File: config.mk
export PLATFORM = sky130hd
export DESIGN_NAME = mem_ctrl_4k_flat
export DESIGN_NICKNAME = d
export VERILOG_FILES = /design/src/rtl/mem_ctrl_4k_if.sv /design/src/rtl/mem_ctrl_4k.sv /design/src/flat_wrapper.sv
export SDC_FILE = /design/constraint.sdc
export NUM_CORES = 1
export LEC_CHECK = 0
export CAP_MARGIN = 30
export CORE_MARGIN = 5
export CORE_UTILIZATION = 44
export DETAILED_ROUTE_END_ITERATION = 8
export GPL_TIMING_DRIVEN = 1
export PLACE_DENSITY = 0.88
export SYNTH_ARGS = -nofsm -noshare
export SYNTH_HDL_FRONTEND = slang
export SYNTH_SLANG_ARGS = --single-unit
File: constraint.sdc
create_clock -name clk -period 4.5 [get_ports clk]
set_input_delay 0.9 -clock clk [delete_from_list [all_inputs] [get_ports clk]]
set_output_delay 0.9 -clock clk [all_outputs]
set_load 0.03 [all_outputs]
File: src/rtl/mem_ctrl_4k_if.sv
// Requester-side bus of the 4K x 16 RAM controller: request and response handshakes.
// Optional MEMCTL_BURST_EN adds req_len (read burst length minus 1).
interface mem_ctrl_4k_if;
  logic        req_valid;
  logic        req_ready;
  logic        req_we;
  logic [11:0] req_addr;
  logic [15:0] req_wdata;
`ifdef MEMCTL_BURST_EN
  logic [2:0]  req_len;
`endif
  logic        rsp_valid;
  logic        rsp_ready;
  logic [15:0] rsp_rdata;

`ifdef MEMCTL_BURST_EN
  modport master (
    output req_valid, req_we, req_addr, req_wdata, req_len, rsp_ready,
    input  req_ready, rsp_valid, rsp_rdata
  );
  modport slave (
    input  req_valid, req_we, req_addr, req_wdata, req_len, rsp_ready,
    output req_ready, rsp_valid, rsp_rdata
  );
`else
  modport master (
    output req_valid, req_we, req_addr, req_wdata, rsp_ready,
    input  req_ready, rsp_valid, rsp_rdata
  );
  modport slave (
    input  req_valid, req_we, req_addr, req_wdata, rsp_ready,
    output req_ready, rsp_valid, rsp_rdata
  );
`endif
endinterface

File: src/rtl/mem_ctrl_4k.sv
// Single-port 4K x 16 RAM controller: IDLE -> WRITE/READ -> RESP, all outputs registered.
// Ports: clk, rst_n (async low), bus (slave), ram_e/w/r/addr/din out, ram_dout in.
// MEMCTL_BURST_EN: reads of req_len+1 beats at wrapping consecutive addresses.
module mem_ctrl_4k (
  input  logic         clk,
  input  logic         rst_n,
  mem_ctrl_4k_if.slave bus,
  output logic         ram_e,
  output logic         ram_w,
  output logic         ram_r,
  output logic [11:0]  ram_addr,
  output logic [15:0]  ram_din,
  input  logic [15:0]  ram_dout
);

  typedef enum logic [1:0] {
    IDLE, WRITE, READ, RESP
  } state_t;

  state_t      state_q, state_d;
  logic        rdy_q, rdy_d;
  logic        vld_q, vld_d;
  logic [15:0] rdata_q, rdata_d;
  logic        e_q, e_d;
  logic        w_q, w_d;
  logic        r_q, r_d;
  logic [11:0] addr_q, addr_d;
  logic [15:0] din_q, din_d;
  logic        acc, done, last;

`ifdef MEMCTL_BURST_EN
  logic [2:0]  cnt_q, cnt_d;
  assign last = (cnt_q == 3'd0);
`else
  assign last = 1'b1;
`endif

  assign acc  = (state_q == IDLE) && rdy_q && bus.req_valid;
  assign done = (state_q == RESP) && bus.rsp_ready;

  always_ff @(posedge clk or negedge rst_n) begin
    if (!rst_n) begin
      state_q <= IDLE;
      rdy_q   <= 1'b0;
      vld_q   <= 1'b0;
      rdata_q <= '0;
      e_q     <= 1'b0;
      w_q     <= 1'b0;
      r_q     <= 1'b0;
      addr_q  <= '0;
      din_q   <= '0;
`ifdef MEMCTL_BURST_EN
      cnt_q   <= '0;
`endif
    end else begin
      state_q <= state_d;
      rdy_q   <= rdy_d;
      vld_q   <= vld_d;
      rdata_q <= rdata_d;
      e_q     <= e_d;
      w_q     <= w_d;
      r_q     <= r_d;
      addr_q  <= addr_d;
      din_q   <= din_d;
`ifdef MEMCTL_BURST_EN
      cnt_q   <= cnt_d;
`endif
    end
  end

  always_comb begin
    state_d = state_q;
    unique case (state_q)
      IDLE:  if (acc) state_d = bus.req_we ? WRITE : READ;
      WRITE: state_d = RESP;
      READ:  state_d = RESP;
      RESP:  if (done) state_d = last ? IDLE : READ;
      default: state_d = IDLE;
    endcase
  end

  // Outputs are computed from the next state and registered.
  always_comb begin
    rdy_d   = (state_d == IDLE);
    vld_d   = (state_d == RESP);
    e_d     = (state_d == WRITE) || (state_d == READ);
    w_d     = (state_d == WRITE);
    r_d     = (state_d == READ);
    addr_d  = addr_q;
    din_d   = din_q;
    rdata_d = rdata_q;
`ifdef MEMCTL_BURST_EN
    cnt_d   = cnt_q;
`endif
    if (acc) begin
      addr_d = bus.req_addr;
      din_d  = bus.req_wdata;
`ifdef MEMCTL_BURST_EN
      cnt_d  = bus.req_we ? 3'd0 : bus.req_len;
`endif
    end
    if (state_q == WRITE) rdata_d = '0;
    if (state_q == READ)  rdata_d = ram_dout;
`ifdef MEMCTL_BURST_EN
    // Next beat: 12-bit add wraps FFF -> 000.
    if (done && !last) begin
      addr_d = addr_q + 12'd1;
      cnt_d  = cnt_q - 3'd1;
    end
`endif
  end

  assign bus.req_ready = rdy_q;
  assign bus.rsp_valid = vld_q;
  assign bus.rsp_rdata = rdata_q;
  assign ram_e         = e_q;
  assign ram_w         = w_q;
  assign ram_r         = r_q;
  assign ram_addr      = addr_q;
  assign ram_din       = din_q;

endmodule

File: src/flat_wrapper.sv
// flat-port wrapper written by rule: the top's interface ports become plain ports
module mem_ctrl_4k_flat 
  (clk, rst_n, ram_e, ram_w, ram_r, ram_addr, ram_din, ram_dout, bus_req_valid, bus_req_we, bus_req_addr, bus_req_wdata, bus_rsp_ready, bus_req_ready, bus_rsp_valid, bus_rsp_rdata);
  mem_ctrl_4k_if bus_i ();
  input  logic clk;
  input  logic rst_n;
  output logic ram_e;
  output logic ram_w;
  output logic ram_r;
  output logic [11:0] ram_addr;
  output logic [15:0] ram_din;
  input  logic [15:0] ram_dout;
  input wire logic [$bits(bus_i.req_valid)-1:0] bus_req_valid;
  input wire logic [$bits(bus_i.req_we)-1:0] bus_req_we;
  input wire logic [$bits(bus_i.req_addr)-1:0] bus_req_addr;
  input wire logic [$bits(bus_i.req_wdata)-1:0] bus_req_wdata;
  input wire logic [$bits(bus_i.rsp_ready)-1:0] bus_rsp_ready;
  output wire logic [$bits(bus_i.req_ready)-1:0] bus_req_ready;
  output wire logic [$bits(bus_i.rsp_valid)-1:0] bus_rsp_valid;
  output wire logic [$bits(bus_i.rsp_rdata)-1:0] bus_rsp_rdata;
  assign bus_i.req_valid = bus_req_valid;
  assign bus_i.req_we = bus_req_we;
  assign bus_i.req_addr = bus_req_addr;
  assign bus_i.req_wdata = bus_req_wdata;
  assign bus_i.rsp_ready = bus_rsp_ready;
  assign bus_req_ready = bus_i.req_ready;
  assign bus_rsp_valid = bus_i.rsp_valid;
  assign bus_rsp_rdata = bus_i.rsp_rdata;
  mem_ctrl_4k u_core (.clk(clk), .rst_n(rst_n), .bus(bus_i), .ram_e(ram_e), .ram_w(ram_w), .ram_r(ram_r), .ram_addr(ram_addr), .ram_din(ram_din), .ram_dout(ram_dout));
endmodule
* Word level (Yosys, flattened, before mapping)
Cells that the tools add are included.
Word-level totals: ROM bits 0, register bits after elaboration 51, bits in writable memories 0, input bits 49, output and inout port bits 49, word-level logic and storage cells 29, memories 0, latch bits 0
Operators by class: reductions and logical operators 8, add/subtract/negate cells 0, multipliers 0, muxes and demuxes 6, divide/modulo/power cells 0, order comparisons 0, bitwise gates (word level) 0, equality and inequality tests 6, shift operators 0
Operators by type and width (count):
- two-way mux 16 bit | 2
- equality test 2 bit, second input constant | 4
- two-way mux 2 bit | 3
- case mux 2 bit (3 select lines) | 1
- equality test 2 x 1 -> 1 bit, second input constant | 2
- zero test 2 bit | 2
- logical AND 1 bit | 3
- nonzero test 2 bit | 1
- OR reduction 2 bit | 1
- logical OR 1 bit | 1

* Logic depth before layout (Yosys ltp)
Gate-level depths: netlist of the first run.
depth in word-level cells 7, gate-level depth with buffers 7, depth with buffers taken out 7

* Worst setup path after synthesis of the first run
OpenSTA, ideal clock, no wires.
kind input port to flip-flop, from input bus_req_valid, to register u_core.e_q, in the netlist u_core.ram_e, data required time 4.387 ns, arrival 1.758 ns, slack 2.629 ns, path buffers 0, stages on the path 5, library setup time 0.113 ns, path through and3_2 o21ai_0 nand2_1 ha_1 inv_1
Between the ends: longest elaborated chain between the ends 5, elaborated cells on any way between the ends 6, those cells by class 2 x eq/ne; 2 x mux; 2 x reduce/logical
RTL lines:
- from (decl) | line flat_wrapper.sv:13 | input wire logic [$bits(bus_i.req_valid)-1:0] bus_req_valid;
- logical AND 1 bit * | line mem_ctrl_4k.sv:38 | assign acc = (state_q == IDLE) && rdy_q && bus.req_valid;
- two-way mux 2 bit * | line mem_ctrl_4k.sv:74 | IDLE: if (acc) state_d = bus.req_we ? WRITE : READ;
- case mux 2 bit (3 select lines) * | line mem_ctrl_4k.sv:73 | unique case (state_q)
- equality test 2 x 1 -> 1 bit or equality test 2 bit (tied branches) | line mem_ctrl_4k.sv:86 | e_d = (state_d == WRITE) || (state_d == READ);
- logical OR 1 bit * | line mem_ctrl_4k.sv:86
- named net u_core.e_d | line mem_ctrl_4k.sv:24 | logic e_q, e_d;
- to (signal assigned) | line mem_ctrl_4k.sv:47 | e_q <= 1'b0;
- to (signal assigned) | line mem_ctrl_4k.sv:60 | e_q <= e_d;
- to (decl) | line mem_ctrl_4k.sv:24
Mark *: on every way through the listed nets, which the timed path passes. The rest lies on a longest branch. A chain may end at the register's enable or synchronous reset.

* Final worst setup path of the first run
from register u_core.rdy_q, in the netlist u_core.bus.req_ready, to output bus_req_ready
RTL lines:
- from (decl) | line mem_ctrl_4k.sv:21 | logic rdy_q, rdy_d;
- from (signal assigned) | line mem_ctrl_4k.sv:57 | rdy_q <= rdy_d;
- to (decl) | line flat_wrapper.sv:18 | output wire logic [$bits(bus_i.req_ready)-1:0] bus_req_ready;
No word-level cell between the ends.

==> impl_metrics.py, run 1 <==
metrics = {
    "finish": {
        "final_cell_mix": "clkdlybuf4s50_1, dfrtp_1, mux2_4",
        "drive_gt1_frac": 0.155,
        "layout_commonest_cell": "clkdlybuf4s50_1",
        "num-fill-cells": 343,
        "final_util": 0.696,
        "diodes": 0,
        "fin_nets": 311,
        "fin_area_um2": 3250,
        "syn_to_final_growth_pct": 55.2,
    },
    "power_and_ir_drop": {
        "switching_share": 0.406,
        "p_leak_nw": 1.49,
        "p_int_w": 0.00145,
        "clkPwrFrac": 0.123,
        "switching_power_w": 0.000990,
        "power_frac_comb": 0.549,
        "power_density_nw_per_um2": 751,
        "vdd_drop_max_mv": 0.416,
        "pwr-share-seq": 0.327,
    },
    "synth": {
        "syn_area_per_cell_um2": 13.3,
        "yosysSeqAreaShare": 0.610,
        "ys_ff_latch": 51,
        "ys_types": 24,
        "synthCells": 157,
        "ys_warn_count": 0,
        "synth_area_um2": 2090,
        "syn_nets": 210,
    },
    "timing": {
        "min_period_over_period": 0.528,
        "timing.fmax_mhz": 421,
        "fin_ws_ns": 2.13,
        "drv_slew": 0,
        "min_period_ns": 2.37,
        "fin_tns_setup_ns": 0,
        "hold_violations": 0,
        "fin_skew_ns": 0.00346,
        "slew_headroom": 0.625,
        "grt_setup_unrepaired": "false",
        "setup_viol": 0,
        "worst_slew_pin_slew_ns": 0.563,
    },
    "detailed_routing": {
        "drt_iter0_drc": 112,
        "ant_nets": 0,
        "routed-via-count": 1487,
        "drcViolationCount": 0,
        "drt_pass1_iterations": 4,
        "routedWlPerCell_um": 16.0,
        "drt_wl_total_um": 5010,
        "via_per_inst": 4.77,
    },
    "clock_network": {
        "cts-root-buf": "clkbuf_8",
        "cts_buffers": 5,
        "clock_latency_ns": 0.29,
        "tritoncts": "yes",
        "htreeDepth": 2,
        "ctsHoldBuffers": 0,
        "post_cts_resized": 0,
        "cts.sinks": 51,
        "clockBufferDepth": 2,
        "cts_setup_buffers": 0,
        "path_clk_slew_ns": 0.09,
    },
    "worst_setup_path": {
        "crit_path_cell_trace": "clkdlybuf4s50_1",
        "crit_buf_inv": 1,
        "reg2reg_depth": 7,
        "slowest_stage": "clkdlybuf4s50_1",
        "r2r_start": "u_core.state_q[1]",
        "cp-end-kind": "output port",
        "arrival_ns": 1.47,
        "r2r_slack_ns": 2.55,
        "r2r-end": "u_core.ram_e",
        "slowest_delay_ns": 0.72,
        "worstPathRequired_ns": 3.60,
        "critical-path-top-delay-family": "buffers and inverters",
        "cp-start-kind": "register",
        "critPathKind": "reg -> out",
        "crit_fanout": 6,
    },
    "global_routing": {
        "grt_max_degree": 29,
        "overflow": 0,
        "grt_use_total": 0.162,
        "grt_pass1_wl_um": 7780,
        "antenna_found_initial": 0,
        "grt_pass1_vias": 1472,
    },
    "floorplan": {
        "start_util": 0.449,
        "die_area_um2": 6230,
        "die_x_um": 78.9,
        "fp.coreArea_um2": 4660,
        "io_pins": 98,
        "num_rows": 25,
        "die_y_um": 78.9,
    },
    "place": {
        "place_congestion": 0.725,
        "dp_hpwl_um": 3890,
        "port_buffers": 97,
        "dp_slack_ns": 1.95,
        "dpl_cell_area_um2": 3140,
    },
    "min_path": {
        "hold_path.class": "in -> async",
    },
    "run_status": {
        "outcome": "finished, final reports clean",
    },
    "flow_run": {
        "max-cap-violations": 0,
    },
}
==> power groups by stage <==
stage | clock (W) | combinational [W] | sequential [W]
after floorplan | 0 | 0.000397 | 0.00119
after global placement | 0 | 0.00132 | 0.000794
after detailed placement | 0 | 0.00136 | 0.000806
after CTS | 0.000309 | 0.00136 | 0.000800
after global routing | 0.000330 | 0.00143 | 0.000825
final | 0.000301 | 0.00134 | 0.000798
==> registers in the layout, summed over array words and instances (netlist names) <==
name,flops
u_core.bus.rsp_rdata,16
u_core.ram_din,16
u_core.ram_addr,12
u_core.state_q,2
u_core.bus.req_ready,1
u_core.bus.rsp_valid,1
u_core.ram_e,1
u_core.ram_r,1
u_core.ram_w,1
==> metal layers <==
layer | vias to the layer above | GRT usage | part of all wire
li1 | 714 | - | -
met1 | 708 | 0.212 | 0.43
met2 | 57 | 0.270 | 0.50
met3 | 8 | 0.0465 | 0.061
met4 | 0 | 0.0361 | 0.010
met5 | - | 0 | 0
==> per-stage QoR <==
stage / total power, W / std cells / hold WS [ns]
after floorplan: 0.00159 / 157 / 0.577
after CTS: 0.00247 / 312 / 0.437
after global placement: 0.00211 / 303 / 0.488
after detailed placement: 0.00216 / 305 / 0.492
final: 0.00244 / 312 / 0.438
after global routing: 0.00258 / 312 / 0.424
==> final cells by class <==
type                            count  area [µm²]  area share
Sequential cell                    51        1280       0.393
Timing Repair Buffer               99        1020       0.315
Multi-Input combinational cell     82         707       0.218
Clock buffer                        6        72.6      0.0224
Inverter                           19        71.3      0.0220
Tap cell                           54        67.6      0.0208
Clock inverter                      1        30.0     0.00925
==> cells by family (layout without fill, tap and decap cells) <==
kind of cell,count (synthesis),after routing,synth area share
fa+ha+maj,4,4,0.0239
buf+inv,24,125,0.0515
flops,51,51,0.610
mux,28,28,0.187
simple gates,27,27,0.0664
compound gates,23,23,0.0610
==> cells in the mapped netlist <==
| cell type | number | share of area |
|---|---|---|
| a21oi_1 | 2 | 0.0048 |
| nand2_1 | 17 | 0.031 |
| o21ai_0 | 17 | 0.041 |
| nand3_1 | 1 | 0.0024 |
| and3_1 | 1 | 0.0030 |
| buf_2 | 1 | 0.0024 |
| clkbuf_2 | 1 | 0.0024 |
| nand2b_1 | 1 | 0.0030 |
| and3_2 | 1 | 0.0036 |
| nand3b_1 | 1 | 0.0036 |
| clkbuf_1 | 1 | 0.0018 |
| mux2_2 | 8 | 0.043 |
| nor2_1 | 1 | 0.0018 |
| a32oi_1 | 2 | 0.0084 |
| dfrtp_1 | 51 | 0.61 |
| inv_1 | 19 | 0.034 |
| nand3_4 | 1 | 0.0084 |
| o21ai_1 | 1 | 0.0024 |
| and3b_1 | 1 | 0.0042 |
| buf_6 | 2 | 0.011 |
| and2_1 | 2 | 0.0060 |
| ha_1 | 4 | 0.024 |
| a21bo_2 | 1 | 0.0048 |
| mux2_4 | 20 | 0.14 |
==> worst max path at each step <==
| stage | from | endpoint | slack (ns) | cells past startpoint |
|---|---|---|---|---|
| finish | u_core.bus.req_ready | bus_req_ready | 2.13 | 1 |
| global route | u_core.bus.req_ready | bus_req_ready | 2.05 | 1 |
| CTS | u_core.bus.req_ready | bus_req_ready | 2.11 | 1 |
| detailed placement | bus_req_valid | u_core.ram_e | 1.95 | 6 |
| global placement | bus_req_valid | u_core.ram_addr[2] | 2.00 | 3 |
| floorplan | bus_req_valid | u_core.ram_e | 2.63 | 5 |
Power figures use the tool's default switching activity.
==> run 2, diff against run 1 <==
- CORE_UTILIZATION: 44 -> 37
- PLACE_DENSITY: 0.88 -> 0.79
- clock period: 4.5 -> 2.1 ns (I/O delays scaled with it)
==> run 2 against run 1 <==
Against the previous run:
- critical path depth stayed put
- flip-flop and latch count stayed put
- highest routed layer unchanged
- sequential share of layout area is 0.18 points lower
- largest power group unchanged
- power is 110% higher
- global-route usage is 2.5 points lower
- cell count is 7.1% higher
- wire length is 3.5% lower
- critical path type unchanged
==> impl_metrics.py, run 2 (synthesis results as in run 1) <==
metrics = {
    "global_routing": {
        "globalRouteMet1Util": 0.174,
        "overflow": 0,
        "met3_usage": 0.0427,
        "antenna_found_initial": 0,
        "grt_pass1_vias": 1593,
        "grt_pass1_wl_um": 7940,
        "grt_max_degree": 30,
        "met2_usage": 0.232,
        "grt_use_total": 0.138,
        "top_usage_layer": "met2",
    },
    "clock_network": {
        "cts_buffers": 5,
        "post_cts_resized": 0,
        "cts.sinks": 51,
        "cts_setup_buffers": 0,
        "path_clk_slew_ns": 0.09,
        "clock_latency_ns": 0.30,
        "clockBufferDepth": 2,
        "cts-root-buf": "clkbuf_8",
        "ctsHoldBuffers": 0,
        "htreeDepth": 2,
        "tritoncts": "yes",
    },
    "timing": {
        "fin_tns_setup_ns": 0,
        "slew_headroom": 0.606,
        "fin_skew_ns": 0.00275,
        "grt_setup_unrepaired": "false",
        "worst_slew_pin_slew_ns": 0.590,
        "drv_slew": 0,
        "whs_ns": 0.102,
        "min_period_ns": 1.92,
        "min_period_over_period": 0.912,
        "setup_viol": 0,
        "hold_violations": 0,
        "fin_ws_ns": 0.185,
        "timing.fmax_mhz": 522,
    },
    "worst_setup_path": {
        "arrival_ns": 1.50,
        "critical-path-top-delay-family": "buffers and inverters",
        "cp-start-kind": "register",
        "slowest_stage": "clkdlybuf4s50_1",
        "slowest_delay_ns": 0.72,
        "crit_buf_inv": 1,
        "crit_path_cell_trace": "clkdlybuf4s50_1",
        "critPathKind": "reg -> out",
        "crit_fanout": 6,
        "worstPathRequired_ns": 1.68,
        "cp-end-kind": "output port",
    },
    "finish": {
        "num-fill-cells": 459,
        "multi_input_area_um2": 707,
        "fin_nets": 314,
        "seq_area_um2": 1280,
        "final_cell_mix": "clkdlybuf4s50_1, dfrtp_1, mux2_4",
        "syn_to_final_growth_pct": 56.0,
        "layout_commonest_cell": "clkdlybuf4s50_1",
        "drive_gt1_frac": 0.172,
        "final_util": 0.592,
        "diodes": 0,
    },
    "run_status": {
        "outcome": "finished, final reports clean",
    },
    "floorplan": {
        "fp.coreArea_um2": 5510,
        "die_area_um2": 7250,
        "num_rows": 27,
        "start_util": 0.380,
        "die_y_um": 85.2,
        "die_x_um": 85.2,
        "io_pins": 98,
    },
    "power_and_ir_drop": {
        "p_leak_nw": 1.50,
        "power_density_nw_per_um2": 1590,
        "total_power_w": 0.00519,
        "vdd_drop_max_mv": 0.948,
    },
    "detailed_routing": {
        "via_per_inst": 4.51,
        "routed-via-count": 1508,
        "drt_wl_total_um": 4830,
        "routedWlPerCell_um": 14.5,
        "ant_nets": 0,
        "drcViolationCount": 0,
        "drt_iter0_drc": 48,
        "drt_pass1_iterations": 4,
    },
    "flow_run": {
        "max-cap-violations": 0,
    },
    "min_path": {
        "hold_path.class": "in -> async",
    },
    "place": {
        "place_congestion": 0.756,
        "dp_slack_ns": 0.146,
        "port_buffers": 97,
        "dp_hpwl_um": 3730,
    },
}
run 2: cell type report:
type                       instances  area share
inverter                          19      0.0219
timing repair buffer             102       0.315
clock inverter                     3     0.00576
sequential                        51       0.391
tap                               72      0.0276
multi-input combinational         82       0.217
clock buffer                       5      0.0211
run 2: power by group:
group | switching, W | total (W) | internal [W] | leakage [nW]
clock network | 0.000319 | 0.000554 | 0.000235 | 0.0483
logic | 0.00159 | 0.00295 | 0.00135 | 0.788
registers | 0.000243 | 0.00169 | 0.00145 | 0.658
run 2: worst paths after layout:
kind,cells past startpoint,start,endpoint,slack [ns]
min in group clk,1,u_core.ram_din[2],u_core.ram_din[2],0.51
worst max register to register,6,u_core.state_q[1],u_core.bus.rsp_rdata[7],0.27
max in group asynchronous,2,rst_n,u_core.ram_din[0],1.46
worst max-delay path,1,u_core.bus.req_ready,bus_req_ready,0.18
worst min register to register,1,u_core.ram_din[2],u_core.ram_din[2],0.51
worst min-delay path,1,rst_n,u_core.bus.rsp_rdata[13],0.10
run 2: per-stage QoR:
step | cells | instance area [µm²]
after floorplan | 157 | 2090
after CTS | 334 | 3260
after global placement | 326 | 3170
after global routing | 334 | 3260
after detailed placement | 326 | 3170
final | 334 | 3260
run 2: metal layers:
metal  wire length, µm  share of wire
met5                 0              0
met4                15         0.0031
met3               311          0.064
met2              2450           0.51
met1              2060           0.43
==> run 3, diff against run 2 <==
- SETUP_SLACK_MARGIN: unset -> 0.5
==> run 3 against run 2 <==
Against the previous run:
- clock skew rose by 0.0030 ns
- via count rose by 0.99%
- critical path type is now reg -> reg
- wire length rose by 6.1%
- highest routed layer unchanged
- critical endpoint is now u_core.ram_e
==> impl_metrics.py, run 3 (synthesis results as in run 1) <==
metrics = {
    "place": {
        "port_buffers": 97,
        "place_congestion": 0.780,
        "dpl_cell_area_um2": 3150,
        "placed_cells": 325,
        "dp_hpwl_um": 3750,
    },
    "detailed_routing": {
        "routed-via-count": 1523,
        "drcViolationCount": 0,
        "via_per_inst": 4.52,
        "drt_pass1_iterations": 3,
        "routedWlPerCell_um": 15.2,
        "ant_nets": 0,
        "drt_wl_total_um": 5130,
        "drt_iter0_drc": 19,
    },
    "finish": {
        "layout_commonest_cell": "dfrtp_1",
        "diodes": 0,
        "final_cell_mix": "dfrtp_1, dlygate4sd2_1, clkdlybuf4s50_1",
        "syn_to_final_growth_pct": 54.9,
        "fin_nets": 317,
        "instances_no_fill": 337,
        "num-fill-cells": 479,
        "final_util": 0.588,
        "drive_gt1_frac": 0.200,
        "fin_area_um2": 3240,
    },
    "global_routing": {
        "grt_pass1_vias": 1589,
        "grt_use_total": 0.138,
        "grt_max_degree": 52,
        "overflow": 0,
        "antenna_found_initial": 0,
        "grt_pass1_wl_um": 7940,
    },
    "floorplan": {
        "die_area_um2": 7250,
        "die_y_um": 85.2,
        "start_util": 0.380,
        "fp.coreArea_um2": 5510,
        "num_rows": 27,
        "die_x_um": 85.2,
        "io_pins": 98,
    },
    "timing": {
        "setup_viol": 0,
        "grt_setup_unrepaired": "true",
        "fin_skew_ns": 0.00576,
        "whs_ns": 0.216,
        "hold_violations": 0,
        "slew_headroom": 0.578,
        "min_period_over_period": 0.751,
        "drv_slew": 0,
        "fin_tns_setup_ns": 0,
        "min_period_ns": 1.58,
        "timing.fmax_mhz": 634,
        "worst_slew_pin_slew_ns": 0.633,
    },
    "power_and_ir_drop": {
        "p_leak_nw": 1.67,
        "vdd_drop_max_mv": 0.727,
        "power_density_nw_per_um2": 1540,
    },
    "worst_setup_path": {
        "critPathKind": "reg -> reg",
        "crit_fanout": 4,
        "r2r_start": "u_core.state_q[1]",
        "cp-end-kind": "register",
        "worstPathRequired_ns": 2.30,
        "arrival_ns": 1.78,
        "crit_start": "u_core.state_q[1]",
        "cp-start-kind": "register",
    },
    "clock_network": {
        "htreeDepth": 2,
        "clockBufferDepth": 2,
        "cts-root-buf": "clkbuf_8",
        "clock_latency_ns": 0.30,
        "path_clk_slew_ns": 0.09,
        "cts.sinks": 51,
        "cts_buffers": 5,
        "tritoncts": "yes",
    },
    "min_path": {
        "hold_path.class": "in -> async",
    },
    "run_status": {
        "outcome": "finished, final reports clean",
    },
    "flow_run": {
        "max-cap-violations": 0,
    },
}
run 3: layer usage:
layer | GRT usage | up-vias | share of wire
li1 | - | 731 | -
met1 | 0.171 | 738 | 0.43
met2 | 0.236 | 47 | 0.50
met3 | 0.0369 | 7 | 0.057
met4 | 0.0403 | 0 | 0.011
met5 | 0 | - | 0
run 3: final timing paths:
kind | end | slack [ns] | depth (start not counted)
min reg2reg | u_core.ram_din[1] | 0.51 | 1
min in group clk | u_core.ram_din[1] | 0.51 | 1
min | u_core.bus.rsp_rdata[10] | 0.22 | 2
max | u_core.ram_e | 0.52 | 6
max in group asynchronous | u_core.ram_addr[8] | 1.46 | 2
max reg2reg | u_core.ram_e | 0.52 | 6
run 3: layout make-up:
class / instances / area, µm² / share of cell area
repair buffers: 104 / 972 / 0.300
clock inverters: 1 / 8.76 / 0.00270
inverters: 19 / 71.3 / 0.0220
well taps: 72 / 90.1 / 0.0278
flip-flops and latches: 51 / 1280 / 0.394
clock buffers: 7 / 86.3 / 0.0267
multi-input cells: 83 / 733 / 0.226
run 3: power by group:
group	internal [W]	switching [W]
clock	0.000270	0.000312
sequential	0.00144	0.000238
combinational	0.00110	0.00163
run 3: repair_timing:
action	4_1_cts	5_1_grt
endpoints found under the setup margin	89	16
buffers inserted	3	0
hold buffers	0	0
pin swaps	0	1
cloned	0	1
resized for setup	53	7
run 3: per-stage QoR:
stage               setup slack, ns  total power (W)
floorplan                     0.587          0.00341
global placement              0.250          0.00459
detailed placement            0.190          0.00466
CTS                           0.449          0.00499
global route                  0.438          0.00531
finish                        0.523          0.00500
run 3: critical path, cell delays in order, from the launching register on:
cell,delay [ns]
dfrtp_1,0.42
inv_1,0.11
ha_2,0.29
nor2_2,0.21
a32oi_2,0.11
ha_1,0.30
inv_1,0.03
==> RTL change 1: new RTL, flow settings as in run 2 <==
Encoding of `state_t`: now one-hot (4 bits for 4 states).
--- a/src/rtl/mem_ctrl_4k.sv
+++ b/src/rtl/mem_ctrl_4k.sv
@@ -13,8 +13,8 @@
   input  logic [15:0]  ram_dout
 );
 
-  typedef enum logic [1:0] {
-    IDLE, WRITE, READ, RESP
+  typedef enum logic [3:0] {
+    IDLE = 4'b0001, WRITE = 4'b0010, READ = 4'b0100, RESP = 4'b1000
   } state_t;
 
   state_t      state_q, state_d;
Function: same outputs for any inputs over 10 cycles, from zero or initial values and one cycle with rst_n low; not proved beyond that.
==> RTL change 1 against run 2 <==
Worst setup slack improved by 130 ps. Area after synthesis fell by 4.7%. Routed wire length fell by 3.4%. Sequential cell count rose by 2. Clock skew rose by 6.1 ps. Cell area fell by 3.4%. Synthesized cell count fell by 21%. Total power fell by 0.75%. Highest routed layer unchanged.
==> RTL change 1: results (changes against run 2) <==
status=completed (unchanged); RD Place Congestion=0.745 (was 0.756); CTS root buf=clkbuf_8 (unchanged); Commonest cells post-synth=dfrtp_1, mux2_2, a22o_1 (was dfrtp_1, mux2_4, inv_1); Net Count, Synth=173 (was 210); hold crit path type=in2async (unchanged); Largest delay share family, worst path=buffers and inverters (unchanged); share of cells above drive strength 1=0.178 (was 0.172); met3 layer usage reported by global route=0.0733 (was 0.0427); worst vdd ir=951 µV (was 948 µV); r2r setup slk=450 ps (was 270 ps); P_comb=2720 µW (was 2950 µW); dominant synthesized flop cell=dfrtp_1 (unchanged); fin nets=274 (was 314); All-Layer GR Usage=0.138 (about the same); Slew @ Worst Pin=532 ps (was 590 ps); R2R depth=4 (was 6); HPWL Detailed=3610 µm (was 3730 µm); sequential area share after synthesis=0.666 (was 0.610); Clock power frac=0.127 (was 0.107); met1 usage=0.149 (was 0.174); crit path max fanout=2 (was 6); n_diodes=0 (unchanged); Post-synth ARST share=1.00 (unchanged); H-tree Lvls=2 (unchanged); Net Sw Power=2020 µW (was 2160 µW); post-DR vias/cell=4.81 (was 4.51); worst reg2reg path endpoint=u_core.ram_din[14] (was u_core.bus.rsp_rdata[7]); first-pass GRT wire length=7820 µm (was 7940 µm); # port buffers=97 (unchanged); worst skew pair latency=300 ps (about the same); post-synth cell types=23 (was 24); Max clock buf depth=2 (unchanged); Synth Area in XOR/XNOR=0.00440 (was 0); post_cts resized=0 (unchanged); Cell Area, Placed=3050 µm² (was 3170 µm²); Synth Area in Adders=0 (was 0.0239); r2r startpoint=u_core.state_q[0] (was u_core.state_q[1]); Worst path max stage delay=700 ps (was 720 ps); DR iter-0 viols=23 (was 48); number of global-route vias before repair=1618 (was 1593); DRT Pass-1 Iters=4 (unchanged); Data arrival, critical path=1370 ps (was 1500 ps); maximum number of pins on one net before global-route repair=34 (was 30); Compound-Gate Fraction of Synth Area=0.0804 (was 0.0610); YS warnings=0 (unchanged); leakage power=0.00133 µW (was 0.00150 µW); mux share of post-synthesis cell area=0.163 (was 0.187); largest cells by area after synthesis=dfrtp_1, mux2_2, a22o_1, buf_6, mux2_1 (was dfrtp_1, mux2_4, mux2_2, o21ai_0, inv_1); Worst Skew=8.90 ps (was 2.75 ps); met2 Use GR=0.234 (was 0.232); Clock transition at path regs=90 ps (about the same); final wirelength=4670 µm (was 4830 µm)
## RTL change 1: changes by cell type after synthesis, moves of 3 or more
| cell | delta |
|---|---|
| nor2_1 | +3 |
| mux2_2 | +17 |
| nand2_1 | -16 |
| mux2_1 | +3 |
| mux2_4 | -20 |
| ha_1 | -4 |
| o21ai_0 | -17 |
| inv_1 | -18 |
| a22o_1 | +16 |
## RTL change 1: per-stage QoR
step	setup WS, ps	power (µW)	util	hold slack (ps)	cells
after floorplan	446	3350	-	124	124
after global placement	187	4490	0.589	418	288
after detailed placement	154	4560	0.589	420	288
after CTS	294	5230	0.609	89.9	295
after global routing	253	5430	0.609	108	295
final	311	5150	0.609	73.1	295
## RTL change 1: worst max path at each step
stage / start / endpoint / slack, ps / depth (start not counted)
3_5_place_dp: bus_req_valid / u_core.ram_addr[3] / 150 / 5
6_report: u_core.ram_din[4] / ram_din[4] / 310 / 1
5_1_grt: u_core.ram_din[4] / ram_din[4] / 250 / 1
4_1_cts: u_core.ram_din[4] / ram_din[4] / 290 / 1
2_1_floorplan: u_core.state_q[0] / u_core.ram_addr[0] / 450 / 4
3_3_place_gp: bus_req_valid / u_core.ram_addr[4] / 190 / 5
## RTL change 1: cell type report
type / count / area (µm²)
Fill cell: 417 / 2020
Sequential cell: 53 / 1330
Timing Repair Buffer: 100 / 1010
Multi-Input combinational cell: 64 / 613
Tap cell: 70 / 87.6
Clock buffer: 5 / 68.8
Clock inverter: 2 / 35.0
Inverter: 1 / 3.75
## RTL change 1: worst reg2reg max path: cells and delay by family, from the launching register on
family        cells  cell delay [ps]
buf+inv           1              240
mux               1              370
flops             1              620
simple gates      2              320
## RTL change 1: layer usage
metal / vias to the layer above / share of wire
met5: - / 0
met4: 0 / 0.015
met3: 8 / 0.12
met2: 66 / 0.47
met1: 699 / 0.40
li1: 647 / -
==> RTL change 2: new RTL, config.mk and constraints of run 2 <==
Made on the original files. Make the reset (`rst_n`) synchronous in one clocked block. Comments in the files are not updated.
--- a/src/rtl/mem_ctrl_4k.sv
+++ b/src/rtl/mem_ctrl_4k.sv
@@ -38,7 +38,7 @@
   assign acc  = (state_q == IDLE) && rdy_q && bus.req_valid;
   assign done = (state_q == RESP) && bus.rsp_ready;
 
-  always_ff @(posedge clk or negedge rst_n) begin
+  always_ff @(posedge clk) begin
     if (!rst_n) begin
       state_q <= IDLE;
       rdy_q   <= 1'b0;
Formal check against the unedited RTL: differs if rst_n is asserted again (counterexample within 4 cycles, from zero or initial values and one cycle with rst_n low); with rst_n held inactive, the same outputs for 10 cycles.
==> RTL change 2 against run 2 <==
Cell count is 16% higher. Routed wire length is 3.1% higher. Area after synthesis is 3.9% lower. Count of clock-buffer cells in the layout stayed put. Sequential cell count stayed put. Worst setup slack better by 43 ps. Highest routed layer unchanged. Cell area is 2.8% lower.
Power is not compared: it rests on default switching activity, and its combinational part moved more than twofold at a synthesized area within 25%.
==> RTL change 2: results (changes against run 2) <==
fin nets=371 (was 314); maximum number of pins on one net before global-route repair=29 (was 30); dominant synthesized flop cell=dfxtp_1 (was dfrtp_1); invs w/o clock=3 (was 19); final wirelength=4980 µm (was 4830 µm); DR WL/cell=12.8 µm (was 14.5 µm); Cell Area, Placed=3030 µm² (was 3170 µm²); crit path max fanout=4 (was 6); Data arrival, critical path=1450 ps (was 1500 ps); Clock-cell share=0.0430 (was 0.0269); Syn Inst Count=222 (was 157); Worst Skew=11.4 ps (was 2.75 ps); Net Count, Synth=275 (was 210); first-pass GRT wire length=8310 µm (was 7940 µm); #MultiIn Comb=155 (was 82); DR iter-0 viols=66 (was 48); post-synth cell types=25 (was 24); fill cell count=456 (was 459); RD Place Congestion=0.720 (was 0.756); status=completed (unchanged); Setup WS pre-CTS=162 ps (was 146 ps); post-route core utilization=0.609 (was 0.592); R2R depth=5 (was 6); mux share of post-synthesis cell area=0.0125 (was 0.187); hold crit path type=reg2reg (was in2async); share of cells above drive strength 1=0.0564 (was 0.172); number of global-route vias before repair=1759 (was 1593); HPWL Detailed=3710 µm (was 3730 µm)
## RTL change 2: changes by cell type after synthesis, moves of 14 or more
cell,run 2,this run
a21boi_1,0,20
dfrtp_1,51,0
inv_1,19,3
a21oi_1,2,16
nand2_1,17,58
mux2_4,20,1
dfxtp_1,0,51
nor2b_1,0,31
o21ai_0,17,0
## RTL change 2: cells by family after synthesis
kind of cell,after synthesis
flops,51
buf+inv,16
simple gates,103
mux,2
compound gates,46
fa+ha+maj,4
## RTL change 2: metal layers
| layer | vias up | part of all wire |
|---|---|---|
| met5 | - | 0 |
| met3 | 7 | 0.046 |
| li1 | 901 | - |
| met2 | 45 | 0.52 |
| met4 | 0 | 0.014 |
| met1 | 775 | 0.42 |
## RTL change 2: worst paths after layout
check | to | slack, ps
worst max-delay path | bus_req_ready | 230
worst min-delay path | u_core.ram_din[2] | 450
worst max register to register | u_core.ram_din[3] | 470
worst min register to register | u_core.ram_din[2] | 450
